**config.mk**
```make
export PLATFORM = sky130hd
export DESIGN_NAME = online_mult_seq
export DESIGN_NICKNAME = d
export VERILOG_FILES = /design/src/rtl/online_pkg.sv /design/src/rtl/online_mult_seq_ca_reg.sv /design/src/rtl/online_mult_seq.sv
export SDC_FILE = /design/constraint.sdc
export NUM_CORES = 1
export LEC_CHECK = 0
export ABC_AREA = 1
export CAP_MARGIN = 20
export CORE_MARGIN = 2
export CORE_UTILIZATION = 65
export DETAILED_ROUTE_END_ITERATION = 6
export GPL_TIMING_DRIVEN = 0
export HOLD_SLACK_MARGIN = 0.15
export PLACE_DENSITY = 0.79
export SLEW_MARGIN = 20
export SYNTH_ARGS = -nofsm -noshare
export SYNTH_HDL_FRONTEND = slang
export SYNTH_SLANG_ARGS = --single-unit
```
**constraint.sdc**
```tcl
create_clock -name clk -period 7.7 [get_ports clk]
set_input_delay 0.77 -clock clk [delete_from_list [all_inputs] [get_ports clk]]
set_output_delay 0.77 -clock clk [all_outputs]
set_load 0.03 [all_outputs]
```
**src/rtl/online_pkg.sv**
```systemverilog
// Shared definitions for the radix-2 signed-digit online datapath:
// digit codes, controller state encoding and the digit decode helper.
package online_pkg;

    // Signed-digit codes: [1] = plus, [0] = minus. Code 2'b11 decodes as zero.
    localparam logic [1:0] SD_POS  = 2'b10;
    localparam logic [1:0] SD_NEG  = 2'b01;
    localparam logic [1:0] SD_ZERO = 2'b00;

    typedef enum logic [1:0] {
        ST_IDLE  = 2'b00,
        ST_RUN   = 2'b01,
        ST_FLUSH = 2'b10
    } state_t;

    // Map a digit code onto its signed value (+1, -1 or 0).
    function automatic logic signed [1:0] sd_decode(input logic [1:0] code);
        logic signed [1:0] val;
        case (code)
            SD_POS:  val = 2'sb01;
            SD_NEG:  val = 2'sb11;
            default: val = 2'sb00;
        endcase
        return val;
    endfunction

endpackage

```
**src/rtl/online_mult_seq_ca_reg.sv**
```systemverilog
// sd_ca_reg: on-the-fly conversion of an MSD-first signed-digit stream into
// a two's-complement fixed-point value (3 integer bits, F fraction bits).
// Q holds the value so far and QM = Q - 2^-t, so appending a digit of weight
// 2^-(t+1) only ever ORs a single bit into one of them: no carry chain.
// LOOKAHEAD selects whether 'value' shows the stored Q or the value that
// includes the digit presented this cycle.
module sd_ca_reg
    import online_pkg::*;
#(
    parameter int N         = 16,
    parameter int F         = 20,
    parameter int CNT_W     = 6,
    parameter bit LOOKAHEAD = 1'b0
) (
    input  logic             clk,
    input  logic             rst,
    input  logic             clr,
    input  logic             en,
    input  logic [CNT_W-1:0] t_idx,
    input  logic [1:0]       digit,
    output logic [F+2:0]     value
);

    localparam int W = F + 3;
    localparam logic [W-1:0] MINUS_ONE = {3'b111, {F{1'b0}}};

    logic [W-1:0] q_r;
    logic [W-1:0] qm_r;
    logic [W-1:0] bit_s;
    logic [W-1:0] q_nxt_s;
    logic [W-1:0] qm_nxt_s;

    // Weight bit 2^-(t+1) and the Q/QM update for the presented digit.
    always_comb begin
        bit_s = {W{1'b0}};
        for (int i = 0; i < F; i++) begin
            bit_s[i] = (int'(t_idx) == (F - 1 - i)) && (int'(t_idx) < N);
        end
        if (en) begin
            case (digit)
                SD_POS: begin
                    q_nxt_s  = q_r | bit_s;
                    qm_nxt_s = q_r;
                end
                SD_NEG: begin
                    q_nxt_s  = qm_r | bit_s;
                    qm_nxt_s = qm_r;
                end
                default: begin
                    q_nxt_s  = q_r;
                    qm_nxt_s = qm_r | bit_s;
                end
            endcase
        end else begin
            q_nxt_s  = q_r;
            qm_nxt_s = qm_r;
        end
    end

    // Q/QM storage; clear restarts the stream at t = 0 (Q = 0, QM = -1).
    always_ff @(posedge clk) begin
        if (rst || clr) begin
            q_r  <= {W{1'b0}};
            qm_r <= MINUS_ONE;
        end else if (en) begin
            q_r  <= q_nxt_s;
            qm_r <= qm_nxt_s;
        end
    end

    assign value = LOOKAHEAD ? q_nxt_s : q_r;

endmodule

```
**src/rtl/online_mult_seq.sv**
```systemverilog
// online_mult_seq: handshaked radix-2 signed-digit online multiplier.
// Takes two MSD-first digit streams of N digits and emits N product digits,
// the first one DELTA accepted digits late. After the last input digit the
// block flushes DELTA steps with zero inputs to drain the residual w.
module online_mult_seq
    import online_pkg::*;
#(
    parameter int N     = 16,
    parameter int DELTA = 3,
    parameter int CNT_W = 6
) (
    input  logic       clk,
    input  logic       asyn_reset,
    input  logic       start,
    input  logic [1:0] x_value,
    input  logic [1:0] y_value,
    input  logic       in_valid,
    output logic       in_ready,
    output logic [1:0] p_value,
    output logic       out_valid,
    output logic       done,
    output logic       busy
);

    localparam int F = N + DELTA + 1;
    localparam int W = F + 3;

    localparam logic signed [W-1:0] ONE_C      = {{(W-1){1'b0}}, 1'b1} << F;
    localparam logic signed [W-1:0] HALF_C     = {{(W-1){1'b0}}, 1'b1} << (F - 1);
    localparam logic signed [W-1:0] NEG_HALF_C = -HALF_C;

    localparam logic [CNT_W-1:0] T_ONE      = CNT_W'(1);
    localparam logic [CNT_W-1:0] T_DELTA    = CNT_W'(DELTA);
    localparam logic [CNT_W-1:0] T_LAST_RUN = CNT_W'(N - 1);
    localparam logic [CNT_W-1:0] T_LAST     = CNT_W'(N + DELTA - 1);

    state_t               state_r;
    logic [CNT_W-1:0]     t_r;
    logic signed [W-1:0]  w_r;
    logic [1:0]           p_value_r;
    logic                 out_valid_r;
    logic                 done_r;
    logic                 busy_r;
    logic                 in_ready_r;

    logic                 run_step_s;
    logic                 clr_s;
    logic                 sel_s;
    logic signed [1:0]    x_d_s;
    logic signed [1:0]    y_d_s;
    logic signed [W-1:0]  x_cur_s;
    logic signed [W-1:0]  y_nxt_s;
    logic signed [W-1:0]  tx_s;
    logic signed [W-1:0]  ty_s;
    logic signed [W-1:0]  v_s;
    logic signed [W-1:0]  w_nxt_s;
    logic [1:0]           p_code_s;

    // X is used before this step's digit is added, Y after it.
    sd_ca_reg #(.N(N), .F(F), .CNT_W(CNT_W), .LOOKAHEAD(1'b0)) u_x_reg (
        .clk   (clk),
        .rst   (asyn_reset),
        .clr   (clr_s),
        .en    (run_step_s),
        .t_idx (t_r),
        .digit (x_value),
        .value (x_cur_s)
    );

    sd_ca_reg #(.N(N), .F(F), .CNT_W(CNT_W), .LOOKAHEAD(1'b1)) u_y_reg (
        .clk   (clk),
        .rst   (asyn_reset),
        .clr   (clr_s),
        .en    (run_step_s),
        .t_idx (t_r),
        .digit (y_value),
        .value (y_nxt_s)
    );

    // Residual recurrence v = 2w + (x*Y' + y*X)*2^-DELTA and digit selection.
    always_comb begin
        run_step_s = (state_r == ST_RUN) && in_valid;
        clr_s      = (state_r == ST_IDLE) && start && !done_r;
        sel_s      = (t_r >= T_DELTA);
        if (run_step_s) begin
            x_d_s = sd_decode(x_value);
            y_d_s = sd_decode(y_value);
        end else begin
            x_d_s = 2'sb00;
            y_d_s = 2'sb00;
        end
        case (x_d_s)
            2'sb01:  tx_s = y_nxt_s >>> DELTA;
            2'sb11:  tx_s = -(y_nxt_s >>> DELTA);
            default: tx_s = {W{1'b0}};
        endcase
        case (y_d_s)
            2'sb01:  ty_s = x_cur_s >>> DELTA;
            2'sb11:  ty_s = -(x_cur_s >>> DELTA);
            default: ty_s = {W{1'b0}};
        endcase
        v_s = (w_r <<< 1) + tx_s + ty_s;
        if (!sel_s) begin
            p_code_s = SD_ZERO;
            w_nxt_s  = v_s;
        end else if (v_s >= HALF_C) begin
            p_code_s = SD_POS;
            w_nxt_s  = v_s - ONE_C;
        end else if (v_s < NEG_HALF_C) begin
            p_code_s = SD_NEG;
            w_nxt_s  = v_s + ONE_C;
        end else begin
            p_code_s = SD_ZERO;
            w_nxt_s  = v_s;
        end
    end

    // Controller: IDLE -> RUN (N accepted digits) -> FLUSH (DELTA steps) -> IDLE.
    always_ff @(posedge clk) begin
        if (asyn_reset) begin
            state_r     <= ST_IDLE;
            t_r         <= {CNT_W{1'b0}};
            w_r         <= {W{1'b0}};
            p_value_r   <= SD_ZERO;
            out_valid_r <= 1'b0;
            done_r      <= 1'b0;
            busy_r      <= 1'b0;
            in_ready_r  <= 1'b0;
        end else begin
            out_valid_r <= 1'b0;
            done_r      <= 1'b0;
            p_value_r   <= SD_ZERO;
            case (state_r)
                ST_IDLE: begin
                    in_ready_r <= 1'b0;
                    // done_r marks the done cycle, where a start is ignored.
                    if (start && !done_r) begin
                        state_r    <= ST_RUN;
                        t_r        <= {CNT_W{1'b0}};
                        w_r        <= {W{1'b0}};
                        busy_r     <= 1'b1;
                        in_ready_r <= 1'b1;
                    end else begin
                        busy_r <= 1'b0;
                    end
                end
                ST_RUN: begin
                    if (in_valid) begin
                        t_r         <= t_r + T_ONE;
                        w_r         <= w_nxt_s;
                        out_valid_r <= sel_s;
                        p_value_r   <= p_code_s;
                        if (t_r == T_LAST_RUN) begin
                            state_r    <= ST_FLUSH;
                            in_ready_r <= 1'b0;
                        end
                    end
                end
                ST_FLUSH: begin
                    t_r         <= t_r + T_ONE;
                    w_r         <= w_nxt_s;
                    out_valid_r <= sel_s;
                    p_value_r   <= p_code_s;
                    if (t_r == T_LAST) begin
                        state_r <= ST_IDLE;
                        done_r  <= 1'b1;
                    end
                end
                default: begin
                    state_r    <= ST_IDLE;
                    busy_r     <= 1'b0;
                    in_ready_r <= 1'b0;
                end
            endcase
        end
    end

    assign p_value   = p_value_r;
    assign out_valid = out_valid_r;
    assign done      = done_r;
    assign busy      = busy_r;
    assign in_ready  = in_ready_r;

endmodule

```
==> out/metrics.sh <==
DESIGN.FINAL.NETS=1276
DRIVE_ABOVE_1_SHARE=0.0705
PLACE_HPWL_UM=17700
MIN-DELAY-START='u_x_reg.qm_r[3]'
R2R_CELLS=33
CTS_MAX_LEVEL=4
CRITPATHLAUNCHTYPE='primary input'
TIMING.REG2REG.SETUP_SLACK_NS=1.40
SYNTH_AREA_LEADERS='sky130_fd_sc_hd__dfxtp_1, sky130_fd_sc_hd__nand2_1, sky130_fd_sc_hd__inv_1'
POWER_DENSITY_nW_PER_UM2=206
POSTPLACECELLAREA_UM2=8340
INITIAL_CORE_UTILIZATION=0.669
FINAL_HOLD_VIOLS=0
MIN_DELAY_PATH_DEPTH=2
HOLD_WS_NS=0.445
YS_ASYNC_SR_FRACTION=0
HOLD_BUFFERS=0
FLIP_FLOP_AND_LATCH_COUNT_AFTER_SYNTHESIS=116
CRITICAL-PATH-MAX-STAGE-DELAY_NS=0.50
SYNTH.TOP_CELL.AREA_SHARE=0.289
DR.FIRST_ITER.DRC_COUNT=969
FIN_CRIT_SH=0.834
CLOCK_SINK_COUNT=116
WORST_CLK_SKEW_NS=0.00714
LAYOUT.CORE_UTILIZATION=0.743
LAYOUT_SETUP_WS_NS=1.28
POST_ROUTE_CELL_AREA_UM2=8920
FP-ROW-COUNT=40
UNIQUE_CELL_TYPE_COUNT_IN_THE_YOSYS_NETLIST=48
AGGREGATE_NEGATIVE_SETUP_SLACK_NS=0
SLEW_HEADROOM=0.206
YOSYSWARNINGS=0
HOLD-PATH-ENDPOINT='u_x_reg.value[3]'
CRIT_ARRIVAL_NS=6.75
FLOORPLAN.DIE_AREA_UM2=13300
ROUTE.DETAILED.WL_PER_INST_UM=17.4
DRC_VIOLATIONS_LEFT=0
CLKSLEWWORSTSETUPHOLDPATHS_NS=0.05
RR_STARTPOINT='t_r[0]'
CRIT_TYPE='in2reg'
WORSTSKEWPAIRLATENCY_NS=0.43
SYN_NETS=1244
SYNTHTOLAYOUTAREAGROWTH_PCT=11.1
TIMING.MAX_CAP.VIOLATIONS=0
DIE_HEIGHT_UM=115
TIMING.CRITICAL_PATH.MODE_CELL='sky130_fd_sc_hd__nand2_1'
MAX_SLEW.WORST_PIN.SLEW_NS=1.18
INITIAL_ANTENNA_VIOLATION_COUNT=0
LEAKAGEPOWER_nW=4.14
MIN_PERIOD_NS=6.42
CTS.REPAIR.RESIZED=0
DRT_PRE_ANTENNA_ITERS=6
SYNTH_AREA_PER_CELL_UM2=6.83
IOPINCOUNT=14
ANT_NETS=0
FINALWEIGHTEDCONGESTION=0.988
SYNTH_TOP_FLOP_CELL='sky130_fd_sc_hd__dfxtp_1'
WORST-ENDPOINT-REQUIRED_NS=8.02
LIBRARY_CELL_WITH_THE_LARGEST_SUMMED_AREA_AFTER_SYNTHESIS='sky130_fd_sc_hd__dfxtp_1'
GRT_USE_TOTAL=0.368
GRT_REMAINING_OVERFLOW=0
SETUP-VIOLATIONS-FINAL=0
SYNTHMOSTINSTANTIATEDCELL='sky130_fd_sc_hd__nand2_1'
NUMPORTBUFFERS=13
ANTENNA_CELLS_INSERTED=0
CTS_TREE='yes'
AREA_OF_THE_CORE_UM2=12000
RUN_STATUS='finished clean'
PRE_CTS_SLACK_NS=1.14
VIA_PER_INST=5.95
MAX_SLEW_VIOLATION_TOTAL_FROM_THE_FINAL_REPORT=0
CTS_MADE_BUFFERS=17
GRT_PASS1_WL_UM=37300
SYNTH_ENABLE_FLOP_CELLS=0
SYNTH-SEQ-AREA-SHARE=0.289
NUM_VIAS=8137
POST-CTS-SETUP-BUFFERS=0
CRIT_END_ELEMENT='flip-flop'
MAX_FREQ_MHz=156
IR_WORST_VDD_mV=0.204
R2R_END='w_r[20]'
SYNTH.TOP_CELLS.BY_COUNT='sky130_fd_sc_hd__nand2_1, sky130_fd_sc_hd__inv_1, sky130_fd_sc_hd__dfxtp_1'
WL_UM=23800
POST_SYNTH_INST_COUNT=1175
FIRST_GLOBAL_VIAS=7289
CPMAXSTAGEDELAYCELL='sky130_fd_sc_hd__nor4_1'
WORST_HOLD_PATH_TYPE='reg2reg'
RSZ0062_AT_GRT='no'
CRIT_FANOUT=10
AREA_OF_THE_MAPPED_NETLIST_UM2=8030
GRT_START_MAX_NET_PINS=17
DIE_WIDTH_UM=115
CTS_ROOT_BUFFER='sky130_fd_sc_hd__clkbuf_16'
CTS_MAX_PATH_BUFFERS=2
==> worst max-delay path by stage <==
stage / to / from / cells past startpoint
after detailed placement: w_r[20] / y_value[0] / 34
after floorplan: w_r[20] / y_value[0] / 33
final: w_r[20] / y_value[0] / 34
after global routing: w_r[20] / y_value[0] / 34
after global placement: w_r[20] / y_value[0] / 34
after CTS: w_r[20] / y_value[0] / 34
==> flip-flops by register name, indices dropped and copies added (netlist names) <==
register / cells
state_r: 2
out_valid: 1
in_ready: 1
done: 1
u_x_reg.qm_r: 20
u_x_reg.value: 20
t_r: 6
p_value: 2
w_r: 22
u_y_reg.qm_r: 20
busy: 1
u_y_reg.q_r: 20
==> metal layers <==
metal	track usage	wire, µm
met5	0	0
met4	0.170	908
met3	0.0812	2280
met2	0.570	10600
met1	0.492	9990
==> through the flow <==
| step | power, mW | std cells |
|---|---|---|
| floorplan | 0.925 | 1175 |
| global placement | 1.06 | 1335 |
| detailed placement | 1.06 | 1335 |
| CTS | 1.82 | 1367 |
| global route | 1.90 | 1367 |
| finish | 1.83 | 1367 |
==> cells by family (layout without fill, tap and decap cells) <==
logic type,count (synthesis),count (layout),share of synthesized area
AO/OA/AOI/OAI,293,293,0.215
XOR/XNOR,9,9,0.00982
AND/OR/NAND/NOR,493,493,0.273
buffers and inverters,203,248,0.0974
flip-flops,116,116,0.289
adder cells (fa/ha/maj),61,61,0.116
==> cells in the final DEF (no fill, tap or decap), types with 4 or more instances in the layout <==
cell type,synthesis,final
sky130_fd_sc_hd__or2_2,4,4
sky130_fd_sc_hd__nand3_2,5,5
sky130_fd_sc_hd__buf_1,4,4
sky130_fd_sc_hd__o31ai_1,4,4
sky130_fd_sc_hd__nor2_4,4,4
sky130_fd_sc_hd__nor2_2,6,6
sky130_fd_sc_hd__clkbuf_1,22,23
sky130_fd_sc_hd__a22o_1,4,4
sky130_fd_sc_hd__clkbuf_16,0,17
sky130_fd_sc_hd__nand3_1,44,44
sky130_fd_sc_hd__nor3_1,40,40
sky130_fd_sc_hd__fa_1,22,22
sky130_fd_sc_hd__a21oi_1,107,107
sky130_fd_sc_hd__clkdlybuf4s50_1,0,13
sky130_fd_sc_hd__o21a_1,6,6
sky130_fd_sc_hd__ha_1,39,39
sky130_fd_sc_hd__nand4_1,7,7
sky130_fd_sc_hd__buf_2,4,4
sky130_fd_sc_hd__o21ai_0,95,95
sky130_fd_sc_hd__a22oi_1,32,32
sky130_fd_sc_hd__inv_1,159,159
sky130_fd_sc_hd__nor2_1,107,107
sky130_fd_sc_hd__clkinv_2,0,6
sky130_fd_sc_hd__o22ai_1,6,6
sky130_fd_sc_hd__clkbuf_8,0,5
sky130_fd_sc_hd__xnor2_1,6,6
sky130_fd_sc_hd__inv_2,9,9
sky130_fd_sc_hd__a32o_1,5,5
sky130_fd_sc_hd__a31oi_1,5,5
sky130_fd_sc_hd__nand2_1,247,247
sky130_fd_sc_hd__dfxtp_1,116,116
sky130_fd_sc_hd__a211oi_1,14,14
sky130_fd_sc_hd__nand2_2,11,11
sky130_fd_sc_hd__nand3b_1,6,6
==> power breakdown <==
group	total [mW]	internal, mW	switching [mW]
Combinational	0.426	0.106	0.320
Sequential	0.638	0.622	0.0161
Clock	0.771	0.482	0.289
Total	1.83	1.21	0.624
==> critical path: cells and delay by family <==
kind	cells	cell delay (ns)
simple gates	20	2.74
buf+inv	4	0.83
fa+ha+maj	4	1.46
xor+xnor	1	0.21
compound gates	5	0.73
==> cell type report <==
type                            instances  area [µm²]
Timing Repair Buffer                   13         130
Tap cell                              147         184
Fill cell                             980        3090
Sequential cell                       116        2320
Clock inverter                          9        76.3
Clock buffer                           23         498
Multi-Input combinational cell        856        4930
Buffer                                 32         140
Inverter                              171         642
(Power assumes the default switching activity.)
